===== src/rtl/exp_ctrl_pkg.sv =====
// Shared types and constants for the exp_ctrl trap sequencer: FSM state
// encodings, event kinds, exception cause codes and the default trap vector.
package exp_ctrl_pkg;

  localparam int EXP_CODE_W = 6;
  typedef logic [EXP_CODE_W-1:0] exp_code_t;

  localparam exp_code_t EXP_ILLEGAL_INSN = 6'h02;
  localparam exp_code_t EXP_ECALL        = 6'h0B;
  localparam exp_code_t EXP_IRQ_EXT      = 6'h2B;

  localparam logic [31:0] EXP_MTVEC_DEFAULT = 32'h0000_0100;

  typedef enum logic [2:0] {
    EXP_ST_IDLE     = 3'd0,
    EXP_ST_DRAIN    = 3'd1,
    EXP_ST_SAVE     = 3'd2,
    EXP_ST_RESTORE  = 3'd3,
    EXP_ST_REDIRECT = 3'd4
  } exp_state_t;

  typedef enum logic {
    EXP_KIND_TRAP = 1'b0,
    EXP_KIND_RET  = 1'b1
  } exp_kind_t;

endpackage


===== src/rtl/exp_ctrl_if.sv =====
// Bundle between exp_ctrl and its neighbours (commit stage, cs_registers, PC).
// The master modport is the trap sequencer itself; slave is the surrounding pipeline.
interface exp_ctrl_if;

  logic        ex_valid;
  logic [31:0] ex_pc;
  logic        ex_exp;
  logic [5:0]  ex_exp_code;
  logic        ex_mret;
  logic        irq;
  logic        mstatus_ie;
  logic        mem_busy;
  logic [31:0] mepc_rd;

  logic        save_exp;
  logic        restore_exp;
  logic [5:0]  exp_code_o;
  logic [31:0] epc_o;
  logic        flush_o;
  logic        stall_o;
  logic        redirect_o;
  logic [31:0] redirect_pc;

  modport master (
    input  ex_valid, ex_pc, ex_exp, ex_exp_code, ex_mret,
           irq, mstatus_ie, mem_busy, mepc_rd,
    output save_exp, restore_exp, exp_code_o, epc_o,
           flush_o, stall_o, redirect_o, redirect_pc
  );

  modport slave (
    output ex_valid, ex_pc, ex_exp, ex_exp_code, ex_mret,
           irq, mstatus_ie, mem_busy, mepc_rd,
    input  save_exp, restore_exp, exp_code_o, epc_o,
           flush_o, stall_o, redirect_o, redirect_pc
  );

endinterface


===== src/rtl/exp_ctrl_irq_sync.sv =====
// Two-flop synchronizer for the asynchronous external interrupt line.
// Used by exp_ctrl only when EXP_IRQ_SYNC_EN is defined.
module exp_ctrl_irq_sync (
  input  logic clk,
  input  logic reset,
  input  logic d,
  output logic q
);

  logic meta;

  always_ff @(posedge clk) begin
    if (reset) begin
      meta <= 1'b0;
      q    <= 1'b0;
    end else begin
      meta <= d;
      q    <= meta;
    end
  end

endmodule


===== src/rtl/exp_ctrl.sv =====
// Trap sequencer upstream of cs_registers: detects exceptions, interrupts and
// MRET at the commit point, then drains, flushes, saves/restores and redirects.
// Optional: define EXP_IRQ_SYNC_EN to pass irq through a two-flop synchronizer.
module exp_ctrl
  import exp_ctrl_pkg::*;
#(
  parameter logic [31:0] MTVEC_ADDR = EXP_MTVEC_DEFAULT,
  parameter exp_code_t   IRQ_CODE   = EXP_IRQ_EXT
) (
  input  logic       clk,
  input  logic       reset,
  exp_ctrl_if.master bus
);

  exp_state_t  state, state_next;
  exp_kind_t   kind_q, kind_next;
  exp_code_t   code_q, code_next;
  logic [31:0] epc_q, epc_next;
  logic [31:0] target_q, target_next;
  logic        irq_det;

`ifdef EXP_IRQ_SYNC_EN
  exp_ctrl_irq_sync u_irq_sync (
    .clk   (clk),
    .reset (reset),
    .d     (bus.irq),
    .q     (irq_det)
  );
`else
  assign irq_det = bus.irq;
`endif

  always_ff @(posedge clk) begin
    if (reset) begin
      state    <= EXP_ST_IDLE;
      kind_q   <= EXP_KIND_TRAP;
      code_q   <= '0;
      epc_q    <= '0;
      target_q <= '0;
    end else begin
      state    <= state_next;
      kind_q   <= kind_next;
      code_q   <= code_next;
      epc_q    <= epc_next;
      target_q <= target_next;
    end
  end

  // Event priority at the commit point: exception, then enabled interrupt, then MRET.
  always_comb begin
    state_next  = state;
    kind_next   = kind_q;
    code_next   = code_q;
    epc_next    = epc_q;
    target_next = target_q;
    unique case (state)
      EXP_ST_IDLE: begin
        if (bus.ex_valid) begin
          if (bus.ex_exp) begin
            kind_next  = EXP_KIND_TRAP;
            code_next  = bus.ex_exp_code;
            epc_next   = bus.ex_pc;
            state_next = bus.mem_busy ? EXP_ST_DRAIN : EXP_ST_SAVE;
          end else if (irq_det && bus.mstatus_ie) begin
            kind_next  = EXP_KIND_TRAP;
            code_next  = IRQ_CODE;
            epc_next   = bus.ex_pc;
            state_next = bus.mem_busy ? EXP_ST_DRAIN : EXP_ST_SAVE;
          end else if (bus.ex_mret) begin
            kind_next  = EXP_KIND_RET;
            state_next = bus.mem_busy ? EXP_ST_DRAIN : EXP_ST_RESTORE;
          end
        end
      end
      EXP_ST_DRAIN: begin
        if (!bus.mem_busy) begin
          state_next = (kind_q == EXP_KIND_TRAP) ? EXP_ST_SAVE : EXP_ST_RESTORE;
        end
      end
      EXP_ST_SAVE: begin
        target_next = MTVEC_ADDR;
        state_next  = EXP_ST_REDIRECT;
      end
      EXP_ST_RESTORE: begin
        target_next = bus.mepc_rd;
        state_next  = EXP_ST_REDIRECT;
      end
      EXP_ST_REDIRECT: begin
        state_next = EXP_ST_IDLE;
      end
      default: begin
        state_next = EXP_ST_IDLE;
      end
    endcase
  end

  // Outputs come only from state and latched registers, never straight from inputs.
  assign bus.save_exp    = (state == EXP_ST_SAVE);
  assign bus.restore_exp = (state == EXP_ST_RESTORE);
  assign bus.flush_o     = (state == EXP_ST_SAVE) || (state == EXP_ST_RESTORE);
  assign bus.redirect_o  = (state == EXP_ST_REDIRECT);
  assign bus.stall_o     = (state != EXP_ST_IDLE);
  assign bus.exp_code_o  = code_q;
  assign bus.epc_o       = epc_q;
  assign bus.redirect_pc = target_q;

endmodule


===== src/flat_wrapper.sv =====
// flat-port wrapper written by rule: the top's interface ports become plain ports
module exp_ctrl_flat import exp_ctrl_pkg::*;
#(
  parameter logic [31:0] MTVEC_ADDR = EXP_MTVEC_DEFAULT,
  parameter exp_code_t   IRQ_CODE   = EXP_IRQ_EXT
)
  (clk, reset, bus_ex_valid, bus_ex_pc, bus_ex_exp, bus_ex_exp_code, bus_ex_mret, bus_irq, bus_mstatus_ie, bus_mem_busy, bus_mepc_rd, bus_save_exp, bus_restore_exp, bus_exp_code_o, bus_epc_o, bus_flush_o, bus_stall_o, bus_redirect_o, bus_redirect_pc);
  exp_ctrl_if bus_i ();
  input  logic clk;
  input  logic reset;
  input wire logic [$bits(bus_i.ex_valid)-1:0] bus_ex_valid;
  input wire logic [$bits(bus_i.ex_pc)-1:0] bus_ex_pc;
  input wire logic [$bits(bus_i.ex_exp)-1:0] bus_ex_exp;
  input wire logic [$bits(bus_i.ex_exp_code)-1:0] bus_ex_exp_code;
  input wire logic [$bits(bus_i.ex_mret)-1:0] bus_ex_mret;
  input wire logic [$bits(bus_i.irq)-1:0] bus_irq;
  input wire logic [$bits(bus_i.mstatus_ie)-1:0] bus_mstatus_ie;
  input wire logic [$bits(bus_i.mem_busy)-1:0] bus_mem_busy;
  input wire logic [$bits(bus_i.mepc_rd)-1:0] bus_mepc_rd;
  output wire logic [$bits(bus_i.save_exp)-1:0] bus_save_exp;
  output wire logic [$bits(bus_i.restore_exp)-1:0] bus_restore_exp;
  output wire logic [$bits(bus_i.exp_code_o)-1:0] bus_exp_code_o;
  output wire logic [$bits(bus_i.epc_o)-1:0] bus_epc_o;
  output wire logic [$bits(bus_i.flush_o)-1:0] bus_flush_o;
  output wire logic [$bits(bus_i.stall_o)-1:0] bus_stall_o;
  output wire logic [$bits(bus_i.redirect_o)-1:0] bus_redirect_o;
  output wire logic [$bits(bus_i.redirect_pc)-1:0] bus_redirect_pc;
  assign bus_i.ex_valid = bus_ex_valid;
  assign bus_i.ex_pc = bus_ex_pc;
  assign bus_i.ex_exp = bus_ex_exp;
  assign bus_i.ex_exp_code = bus_ex_exp_code;
  assign bus_i.ex_mret = bus_ex_mret;
  assign bus_i.irq = bus_irq;
  assign bus_i.mstatus_ie = bus_mstatus_ie;
  assign bus_i.mem_busy = bus_mem_busy;
  assign bus_i.mepc_rd = bus_mepc_rd;
  assign bus_save_exp = bus_i.save_exp;
  assign bus_restore_exp = bus_i.restore_exp;
  assign bus_exp_code_o = bus_i.exp_code_o;
  assign bus_epc_o = bus_i.epc_o;
  assign bus_flush_o = bus_i.flush_o;
  assign bus_stall_o = bus_i.stall_o;
  assign bus_redirect_o = bus_i.redirect_o;
  assign bus_redirect_pc = bus_i.redirect_pc;
  exp_ctrl #(.MTVEC_ADDR(MTVEC_ADDR), .IRQ_CODE(IRQ_CODE)) u_core (.clk(clk), .reset(reset), .bus(bus_i));
endmodule

===== config.mk =====
export PLATFORM = sky130hd
export DESIGN_NAME = exp_ctrl_flat
export DESIGN_NICKNAME = d
export VERILOG_FILES = /design/src/rtl/exp_ctrl_pkg.sv /design/src/rtl/exp_ctrl_if.sv /design/src/rtl/exp_ctrl_irq_sync.sv /design/src/rtl/exp_ctrl.sv /design/src/flat_wrapper.sv
export SDC_FILE = /design/constraint.sdc
export NUM_CORES = 1
export LEC_CHECK = 0
export CORE_UTILIZATION = 29
export CTS_CLUSTER_DIAMETER = 200
export DETAILED_ROUTE_END_ITERATION = 12
export DONT_BUFFER_PORTS = 1
export GPL_TIMING_DRIVEN = 1
export HOLD_SLACK_MARGIN = 0.12
export SYNTH_ARGS = -nofsm -noshare
export SYNTH_HDL_FRONTEND = slang
export SYNTH_SLANG_ARGS = --single-unit

===== constraint.sdc =====
create_clock -name clk -period 5.2 [get_ports clk]
set_clock_uncertainty 0.2 [all_clocks]
set_input_delay 1.3 -clock clk [delete_from_list [all_inputs] [get_ports clk]]
set_output_delay 1.3 -clock clk [all_outputs]
set_load 0.01 [all_outputs]

# Word level (Yosys, flattened, before mapping)
# Cells that the tools add are included.
[word_totals]
input_bits = 78
output_inout_bits = 75
elab_cells = 40
regBits = 74
[classes]
n_reduce_logical = 11
n_mux = 17
n_eq_ne = 7
[op_table]
columns = ["operator", "n"]
rows = [
  ["two-way mux 32 bit", 2],
  ["case mux 32 bit (2 select lines)", 1],
  ["two-way mux 3 bit", 5],
  ["two-way mux 6 bit", 2],
  ["case mux 3 bit (3 select lines)", 1],
  ["AND reduction 3 bit", 3],
  ["equality test 3 x 2 -> 1 bit, second input constant", 2],
  ["nonzero test 3 bit", 2],
  ["two-way mux 1 bit", 4],
  ["two-way mux 2 bit", 2],
  ["inequality test 2 bit, second input constant", 2],
  ["inequality test 4 x 3 -> 1 bit, second input constant", 1],
  ["nonzero test 2 bit", 2],
  ["equality test 3 x 1 -> 1 bit, second input constant", 1],
  ["equality test 3 bit, second input constant", 1],
  ["zero test 3 bit", 1],
  ["OR reduction 2 bit", 1],
  ["logical AND 1 bit", 1],
  ["logical OR 1 bit", 1],
]

# Depth between registers and ports, before layout
[logic_depth]
depth_word = 6
ltp_mapped = 6
depth_no_buf = 4

# Worst setup path before layout
# OpenSTA, ideal clock, no wires.
[synth_path]
path_kind = "reg-to-output"
start = "reg u_core.state[2]"
end = "out bus_restore_exp"
n_path_buf = 2
required_time_ns = 3.700
slack_ns = 2.638
arrival_ns = 1.062
path_stages_with_launch = 5
cell_sequence = "dfxtp_1 > nand2b_1 > buf_2 > buf_1 > nor2_1"
[synth_between]
elab_chain_cells = 1
[synth_lines]
columns = ["element", "line", "text"]
rows = [
  ["from (decl)", "exp_ctrl.sv:15", "exp_state_t state, state_next;"],
  ["from (signal assigned)", "exp_ctrl.sv:41", "state <= state_next;"],
  ["equality test 3 x 2 -> 1 bit", "exp_ctrl.sv:99", "assign bus.restore_exp = (state == EXP_ST_RESTORE);"],
  ["to (decl)", "flat_wrapper.sv:21", "output wire logic [$bits(bus_i.restore_exp)-1:0] bus_restore_exp;"],
]
# Every way passes these cells.

# Worst setup path after layout
# Same ends and word-level chain as after synthesis.

==> impl_metrics.env <==
export IMPL_dp_cells=436
export IMPL_clk_pin_slew_ns=0.08
export IMPL_synth_area_top_cells="dfxtp_1 51%, a21oi_1 11%, a31o_2 7.5%"
export IMPL_clock_fmax_mhz=337
export IMPL_slowest_delay_ns=0.45
export IMPL_antenna_cells=0
export IMPL_grt_pass1_vias=2132
export IMPL_die_y_um=102
export IMPL_antenna_left=0
export IMPL_status="finished, final reports clean"
export IMPL_leakage_uw=0.00111
export IMPL_synth_warnings=0
export IMPL_ios=153
export IMPL_hold_buffers=0
export IMPL_cts_root_buf="clkbuf_8"
export IMPL_post_route_worst_setup_slack_ns=2.24
export IMPL_nets=392
export IMPL_layout_min_cycle_time_ns=2.96
export IMPL_synth_top_area_cell="dfxtp_1"
export IMPL_hold_viol_final=0
export IMPL_die_area_um2=10500
export IMPL_htree_levels=3
export IMPL_period_share_pct=57.0
export IMPL_cts_sinks=74
export IMPL_grt_max_degree=72
export IMPL_worstSetupStartpointType="register"
export IMPL_globalplace_congestion=0.659
export IMPL_viasPerCell=5.13
export IMPL_crit_path_max_fanout=35
export IMPL_vias=2317
export IMPL_antenna_found_initial=0
export IMPL_dp_slack_ns=2.22
export IMPL_postSynthCellCount=331
export IMPL_initial_utilization_pct=29.9
export IMPL_rows=36
export IMPL_clk_path_buf_depth=2
export IMPL_globalRouteTotalUtil_pct=13.4
export IMPL_post_cts_resized=0
export IMPL_crit_type="reg2out"
export IMPL_setup_violations=0
export IMPL_drt_iter0_markers=78
export IMPL_first_pass_iters=4
export IMPL_slew_headroom_pct=21.9
export IMPL_synthArstFlopShare_pct=0
export IMPL_vdd_drop_max_mv=0.133
export IMPL_post_synth_top_count_cell="dfxtp_1"
export IMPL_drive_above_1_share_pct=16.3
export IMPL_cts_setup_buffers=0
export IMPL_placed_cell_area_um2=2980
export IMPL_yosysTopAreaCellShare_pct=50.7
export IMPL_core_region_area_um2=9770
export IMPL_synth_nets=409
export IMPL_dieWidth_um=102
export IMPL_drc=0
export IMPL_finalInstanceArea_um2=3240
export IMPL_grt_overflow_total=0
export IMPL_required_ns=3.70
export IMPL_syn_area_um2=2920
export IMPL_cp_end_kind="output pin"
export IMPL_portBuffers=0
export IMPL_synth_area_per_cell_um2=8.83
export IMPL_grt_setup_unrepaired="false"
export IMPL_grt_pass1_wl_um=10400
export IMPL_dp_hpwl_um=4680
export IMPL_maxCapViolCount=0
export IMPL_cts_tree="yes"
export IMPL_seq_area_frac_synth_pct=50.7
export IMPL_drt_total_wl_um=7250
export IMPL_wl_per_cell_um=16.0
export IMPL_syn_to_final_growth_pct=10.7
export IMPL_synth_edf_count=0
export IMPL_clk_latency_ns=0.34
export IMPL_cts_buffers=9
export IMPL_maxSlewViolCount=0
export IMPL_ys_types=29
export IMPL_hp_class="reg2reg"
export IMPL_critPathSlowestCell="dfxtp_1"
export IMPL_worstMarginPinSlew_ns=1.17
export IMPL_p_per_area_nw_per_um2=392
export IMPL_synth_common_cells="74 x dfxtp_1, 65 x a21oi_1, 35 x nand2_1"
export IMPL_stdcell_count=452
export IMPL_synth_ff_type="dfxtp_1"
export IMPL_crit_chain="nand2b_1, buf_4, nor2_1"
export IMPL_cp_arrival_ns=1.46
export IMPL_final_util_pct=33.1
export IMPL_synth_seq_cells=74
export IMPL_tns_ns=0
-- worst paths after layout --
path	startpoint	endpoint	slack [ns]	cells after the start
min reg2reg	u_core.bus.redirect_pc[17]	u_core.bus.redirect_pc[17]	0.30	2
min	u_core.bus.redirect_pc[17]	u_core.bus.redirect_pc[17]	0.30	2
max	u_core.state[2]	bus_restore_exp	2.24	3
max reg2reg	u_core.state[2]	u_core.bus.exp_code_o[5]	3.07	5
-- area by class of cell --
type | count | area, um2
clock buffer | 12 | 155
sequential | 74 | 1480
timing repair buffer | 5 | 37.5
inverter | 5 | 18.8
fill | 1036 | 6540
multi-input combinational | 219 | 1280
clock inverter | 4 | 97.6
tap | 133 | 166
-- kinds of logic (layout without fill, tap and decap cells) --
kind of cell,after synthesis,in the layout,share of synthesized area [%]
compound gates,109,109,24.3
buf+inv,38,26,5.61
simple gates,110,110,19.4
flops,74,74,50.7
-- sequential cells by signal, indices dropped and copies added (netlist names) --
name / count
u_core.bus.epc_o: 32
u_core.bus.redirect_pc: 32
u_core.bus.exp_code_o: 6
u_core.state: 3
u_core.kind_q: 1
-- layer usage --
layer | track usage, % | vias up | part of all wire [%]
met5 | 0 | - | 0
li1 | - | 1124 | -
met3 | 7.87 | 6 | 14
met2 | 22.9 | 112 | 47
met4 | 5.60 | 0 | 1.1
met1 | 13.1 | 1075 | 38
-- critical path, delay by kind of cell, from the launching register on --
family                 cells  cell delay [ns]
buffers and inverters      1             0.35
and+or+nand+nor            2             0.33
DFF                        1             0.45
-- cell usage in the layout, fill, tap and decap left out, types with 2 or more instances in the layout --
| master | count |
|---|---|
| o221a_2 | 4 |
| bufinv_16 | 3 |
| clkbuf_8 | 11 |
| buf_4 | 5 |
| nor3_1 | 2 |
| inv_1 | 4 |
| nand3_1 | 31 |
| a21oi_1 | 65 |
| a31o_1 | 7 |
| o32ai_1 | 2 |
| nor2_1 | 4 |
| a31o_2 | 25 |
| nand2_1 | 35 |
| nand2b_1 | 33 |
| dfxtp_1 | 74 |
-- where the power goes --
part | switching (uW) | internal, uW
logic | 56.5 | 35.9
registers | 29.4 | 591
clock network | 209 | 345
total | 295 | 973
-- stage by stage --
step                hold WS (ns)  power [uW]
finish                     0.296        1270
CTS                        0.297        1290
global placement           0.279         724
global route               0.314        1330
detailed placement         0.286         728
floorplan                  0.276         714
Note: power is estimated with default switching activity, not from simulation.
